`config.mk`:
```
export PLATFORM = sky130hd
export DESIGN_NAME = booth_mul_issuer
export DESIGN_NICKNAME = d
export VERILOG_FILES = /design/src/rtl/booth_mul_issuer.sv
export SDC_FILE = /design/constraint.sdc
export NUM_CORES = 1
export LEC_CHECK = 0
export BUFFER_PORTS_ARGS = -buffer_cell sky130_fd_sc_hd__buf_2
export CAP_MARGIN = 20
export CORE_MARGIN = 2
export CORE_UTILIZATION = 50
export CTS_CLUSTER_DIAMETER = 50
export DETAILED_ROUTE_END_ITERATION = 10
export PLACE_DENSITY = 0.81
export SETUP_SLACK_MARGIN = 0.02
export SLEW_MARGIN = 20
export SYNTH_ARGS = -nofsm -noshare
export SYNTH_HDL_FRONTEND = slang
export SYNTH_SLANG_ARGS = --single-unit
```
`constraint.sdc`:
```
create_clock -name clk -period 4.2 [get_ports clk]
set_clock_uncertainty 0.1 [all_clocks]
set_input_delay 0.21 -clock clk [delete_from_list [all_inputs] [get_ports clk]]
set_output_delay 0.21 -clock clk [all_outputs]
set_load 0.02 [all_outputs]
```
`src/rtl/booth_mul_issuer.sv`:
```
// booth_mul_issuer: initiator for a start/done/busy multiplier core.
// Accepts operand triples on a valid/ready stream, issues each one to the
// core as a single-cycle start pulse, waits for done (with timeout) and
// returns products in order through a small result FIFO.
module booth_mul_issuer #(
  parameter int WIDTH          = 16,
  parameter int RESULT_DEPTH   = 2,
  parameter int TIMEOUT_CYCLES = 2000
) (
  input  logic                 clk,
  input  logic                 rst_n,
  input  logic                 in_valid,
  output logic                 in_ready,
  input  logic [WIDTH-1:0]     in_a,
  input  logic [WIDTH-1:0]     in_b,
  input  logic [1:0]           in_mode,
  output logic                 mul_start,
  output logic [WIDTH-1:0]     mul_multiplicand,
  output logic [WIDTH-1:0]     mul_multiplier,
  output logic [1:0]           mul_sign_mode,
  input  logic [2*WIDTH-1:0]   mul_product,
  input  logic                 mul_done,
  input  logic                 mul_busy,
  output logic                 out_valid,
  input  logic                 out_ready,
  output logic [2*WIDTH-1:0]   out_product,
  output logic                 out_err,
  output logic                 timeout_flag
);

  localparam int PW    = 2 * WIDTH;
  localparam int PTR_W = $clog2(RESULT_DEPTH);
  localparam int CNT_W = $clog2(RESULT_DEPTH + 1);
  localparam int TO_W  = $clog2(TIMEOUT_CYCLES + 1);

  typedef enum logic [1:0] {
    IDLE      = 2'd0,
    WAIT_IDLE = 2'd1,
    START     = 2'd2,
    WAIT_DONE = 2'd3
  } state_t;

  state_t            state_reg, state_next;
  logic [TO_W-1:0]   to_cnt_reg, to_cnt_next;

  // Result storage; the head is mirrored into registered output flops.
  logic [PW-1:0]     mem_prod [RESULT_DEPTH];
  logic              mem_err  [RESULT_DEPTH];
  logic [PTR_W-1:0]  wr_ptr_reg, rd_ptr_reg, rd_ptr_next;
  logic [CNT_W-1:0]  count_reg, count_next, remain;

  logic              in_ready_reg, in_ready_next;
  logic              out_valid_reg, out_valid_next;
  logic [PW-1:0]     out_product_reg, out_product_next;
  logic              out_err_reg, out_err_next;

  logic              accept;
  logic              push;
  logic              push_err;
  logic [PW-1:0]     push_prod;
  logic              pop;

  assign in_ready     = in_ready_reg;
  assign out_valid    = out_valid_reg;
  assign out_product  = out_product_reg;
  assign out_err      = out_err_reg;
  assign mul_start    = (state_reg == START);
  assign pop          = out_valid_reg && out_ready;

  // Next-state, timeout counting and FIFO push generation.
  always_comb begin
    state_next  = state_reg;
    to_cnt_next = to_cnt_reg;
    accept      = 1'b0;
    push        = 1'b0;
    push_err    = 1'b0;
    push_prod   = '0;
    case (state_reg)
      IDLE: begin
        if (in_valid && in_ready_reg) begin
          accept     = 1'b1;
          state_next = WAIT_IDLE;
        end
      end
      WAIT_IDLE: begin
        if (!mul_busy) begin
          state_next = START;
        end
      end
      START: begin
        state_next  = WAIT_DONE;
        to_cnt_next = '0;
      end
      WAIT_DONE: begin
        if (mul_done) begin
          push       = 1'b1;
          push_prod  = mul_product;
          state_next = IDLE;
        end else if (to_cnt_reg == TO_W'(TIMEOUT_CYCLES - 1)) begin
          // Abort: an error entry keeps result ordering intact.
          push       = 1'b1;
          push_err   = 1'b1;
          state_next = IDLE;
        end else begin
          to_cnt_next = to_cnt_reg + 1'b1;
        end
      end
      default: state_next = IDLE;
    endcase
  end

  // FIFO occupancy, head selection and input-side readiness.
  always_comb begin
    count_next       = count_reg + CNT_W'(push) - CNT_W'(pop);
    remain           = count_reg - CNT_W'(pop);
    rd_ptr_next      = rd_ptr_reg + PTR_W'(pop);
    out_valid_next   = (count_next != '0);
    out_product_next = out_product_reg;
    out_err_next     = out_err_reg;
    if (count_next != '0) begin
      if (remain == '0) begin
        // Entry being pushed becomes the head straight away.
        out_product_next = push_prod;
        out_err_next     = push_err;
      end else begin
        out_product_next = mem_prod[rd_ptr_next];
        out_err_next     = mem_err[rd_ptr_next];
      end
    end
    // Slot is reserved at accept, so a later push never overflows.
    in_ready_next = (state_next == IDLE) &&
                    (count_next < CNT_W'(RESULT_DEPTH));
  end

  // Result storage write port.
  always_ff @(posedge clk) begin
    if (push) begin
      mem_prod[wr_ptr_reg] <= push_prod;
      mem_err[wr_ptr_reg]  <= push_err;
    end
  end

  // Control state, operand latches, FIFO pointers and output registers.
  always_ff @(posedge clk or negedge rst_n) begin
    if (!rst_n) begin
      state_reg        <= IDLE;
      to_cnt_reg       <= '0;
      wr_ptr_reg       <= '0;
      rd_ptr_reg       <= '0;
      count_reg        <= '0;
      in_ready_reg     <= 1'b0;
      out_valid_reg    <= 1'b0;
      out_product_reg  <= '0;
      out_err_reg      <= 1'b0;
      timeout_flag     <= 1'b0;
      mul_multiplicand <= '0;
      mul_multiplier   <= '0;
      mul_sign_mode    <= '0;
    end else begin
      state_reg       <= state_next;
      to_cnt_reg      <= to_cnt_next;
      count_reg       <= count_next;
      rd_ptr_reg      <= rd_ptr_next;
      in_ready_reg    <= in_ready_next;
      out_valid_reg   <= out_valid_next;
      out_product_reg <= out_product_next;
      out_err_reg     <= out_err_next;
      if (push) begin
        wr_ptr_reg <= wr_ptr_reg + 1'b1;
      end
      if (push && push_err) begin
        timeout_flag <= 1'b1;
      end
      if (accept) begin
        mul_multiplicand <= in_a;
        mul_multiplier   <= in_b;
        mul_sign_mode    <= in_mode;
      end
    end
  end

endmodule

```
==> results_dict.tcl <==
set metrics [dict create \
    status "complete, no violations" \
    crit_required_ns 4.41 \
    clock_path_buffers 2 \
    p_total_w 0.006471 \
    grt_pass1_vias 4801 \
    clkTransAtPathRegs_ns 0.06 \
    p_leak_nw 3.601 \
    chipWidth_um 118.1 \
    met3_usage_pct 4.845 \
    fin_crit_sh_pct 77.76 \
    cts.sinks 153 \
    reg2reg_from "to_cnt_reg[0]" \
    wl_per_cell_um 17.61 \
    rows 41 \
    dr.pass1.iters 4 \
    rsz0062_at_grt "no" \
    avgSynthCellArea_um2 13.07 \
    cts_resized 0 \
    syn-num-nets 573 \
    cap_violations 0 \
    slew_headroom_pct 32.48 \
    fin_crit_ns 3.266 \
    fp.dieH_um 118.1 \
    largest_register_ffs 64 \
    path_common_cell "ha_1" \
    num_antenna_cells 0 \
    holdCritPathClass "in2reg" \
    insertion_delay_ns 0.42 \
    core_um2 12670 \
    max_freq_mhz 306.2 \
    syn-instance-count 498 \
    grt_max_degree 88 \
    post-cts-setup-buffers 0 \
    dp_slack_ns 0.9326 \
    met2_usage_pct 38.04 \
    drt_iter0_drc 413 \
    clockRootBuffer "clkbuf_16" \
    cp-start-kind "register" \
    portBuffers 142 \
    track_usage_pct 22.10 \
    numCtsBuffers 17 \
    cts_max_level 4 \
    place_congestion 0.7795 \
    grt-ovfl-total 0 \
    crit_path_end_kind "register" \
    crit_buf_inv 2 \
    die_area_um2 13940 \
    worst_ir_drop_vdd_v 0.0005496 \
    vias 4634 \
    hpwl_um 8550 \
    synth_seq_cells 153 \
    ys_warn_count 0 \
    worst_slack_ns 0.9339 \
    hold_viol 0 \
    path_cells "ha_1 > nand3_2 > nor3_4 > o211ai_4 > ha_1 > inv_1 > ha_1 > xor3_2 > nor2_4 > buf_4 > nand2_1 > o31ai_1" \
    drv_slew 0 \
    drive_gt1_share_pct 33.24 \
    crit_type "reg2reg" \
    routed_wl_um 15000 \
    worstSetupStartpoint "to_cnt_reg[0]" \
    ys.flop_type "dfrtp_1" \
    fillers 918 \
    cellPowerDensity_nw_per_um2 787.7 \
    cp_top_family "simple AND/OR/NAND/NOR gates" \
    grt.busiest_layer "met2" \
    max_stage_delay_ns 0.54 \
    worst_hold_startpoint "mul_product[17]" \
    setup_viol 0 \
    synthesis.area_um2 6507 \
    worstMarginPinSlew_ns 1.010 \
    cp_max_fo 67 \
    globalRouteMet1Util_pct 26.87 \
    async_flop_share_pct 56.86 \
    seq_area_frac_synth_pct 63.91 \
    fin_tns_setup_ns 0 \
    synth.distinct_cells 50 \
    synth_edf_count 66 \
    start_util_pct 51.36 \
    fin_util_pct 64.83 \
    slowest_stage "buf_4" \
    avgViaCountPerCell 5.439 \
    pin_count 143 \
    final_nets 742 \
    grt_pass1_wl_um 24200 \
    ant_nets 0 \
    cts_tree "built" \
    grt_antenna_before_repair 0 \
    drc 0 \
    syn2layout_area_growth_pct 26.23 \
    arrival_ns 3.48 \
]
==> repair_timing <==
item	in CTS	in global routing
hold buffers	36	0
endpoints found under the hold margin	123	0
setup endpoints to repair	0	0
==> cell usage in the layout, fill, tap and decap left out, types with 2 or more instances in the layout <==
cell type and n:
nor2_1 38, a21bo_2 2, nor4_1 3, or3_1 3, o31ai_1 33, inv_1 5, mux2i_1 2, and2_1 34
clkbuf_1 4, edfxtp_1 66, o21ai_0 4, dlygate4sd3_1 36, clkbuf_16 17, xnor2_1 4, clkbuf_8 3, buf_4 3
clkinv_4 2, a211oi_1 33, a21oi_1 4, nand4_1 2, dfrtp_1 87, mux2_2 34, buf_2 141, clkinv_1 2
ha_1 3, clkinv_2 3, nand3b_1 2, a21o_1 2, nor2_4 3, and3_1 36, nand2_1 41
==> final cells by class <==
type	instances	area (um^2)	share of cell area (%)
tap	172	215.2	2.620
sequential	153	4159	50.63
timing repair buffer	182	1127	13.72
clock buffer	24	481.7	5.864
clock inverter	8	73.82	0.8987
inverter	6	22.52	0.2742
multi-input combinational	307	2135	25.99
==> logic make-up after synthesis <==
family / share of synthesized area, %
XOR/XNOR: 1.057
AO/OA/AOI/OAI: 10.31
adder cells (fa/ha/maj): 0.5769
buffers and inverters: 3.653
multiplexers: 6.191
AND/OR/NAND/NOR: 14.30
flip-flops: 63.91
==> layer usage <==
metal  up-vias  wire length [um]
met3        25               828
met4         0               355
met2       177              7637
li1       2166                 -
met1      2266              6183
met5         -                 0
==> Yosys cell counts, types with 2 or more instances <==
master,count,area (um^2)
a211oi_1,33,247.7
a21bo_2,2,20.02
a21o_1,2,15.01
a21oi_1,4,20.02
and2_1,34,212.7
and3_1,37,231.5
buf_2,7,35.03
buf_4,11,82.58
buf_6,6,67.56
clkbuf_1,8,30.03
dfrtp_1,87,2177
edfxtp_1,66,1982
ha_1,3,37.54
inv_1,5,18.77
mux2_2,34,382.9
mux2i_1,2,20.02
nand2_1,41,153.9
nand3b_1,2,15.01
nand4_1,2,12.51
nor2_1,40,150.1
nor4_1,3,18.77
o21ai_0,4,20.02
o31ai_1,33,247.7
or3_1,3,18.77
xnor2_1,4,35.03
==> power breakdown <==
group | switching [W] | total [W] | internal [W]
combinational | 0.00166 | 0.00265 | 0.000985
clock | 0.000567 | 0.00143 | 0.000858
sequential | 0.000268 | 0.00240 | 0.00213
total | 0.00250 | 0.00647 | 0.00397
==> stage by stage <==
step / std cells / hold slack [ns] / instance area, um^2
6_report: 852 / 0.01926 / 8214
5_1_grt: 852 / 0.02047 / 8214
4_1_cts: 851 / 0.006435 / 8182
3_5_place_dp: 783 / 0.3492 / 7266
3_3_place_gp: 783 / 0.3418 / 7266
2_1_floorplan: 498 / -0.1856 / 6507
==> worst paths after layout <==
kind,to,slack [ns],cells past startpoint
setup reg to reg,out_product[13],0.93,12
setup / recovery,out_product[13],0.93,12
max in group asynchronous,mul_multiplicand[1],3.13,2
hold / removal,mem_prod[0][17],0.02,2
hold reg to reg,out_product[8],0.37,2
min in group asynchronous,to_cnt_reg[6],0.32,2
No activity file was read; power rests on OpenSTA's default activity.
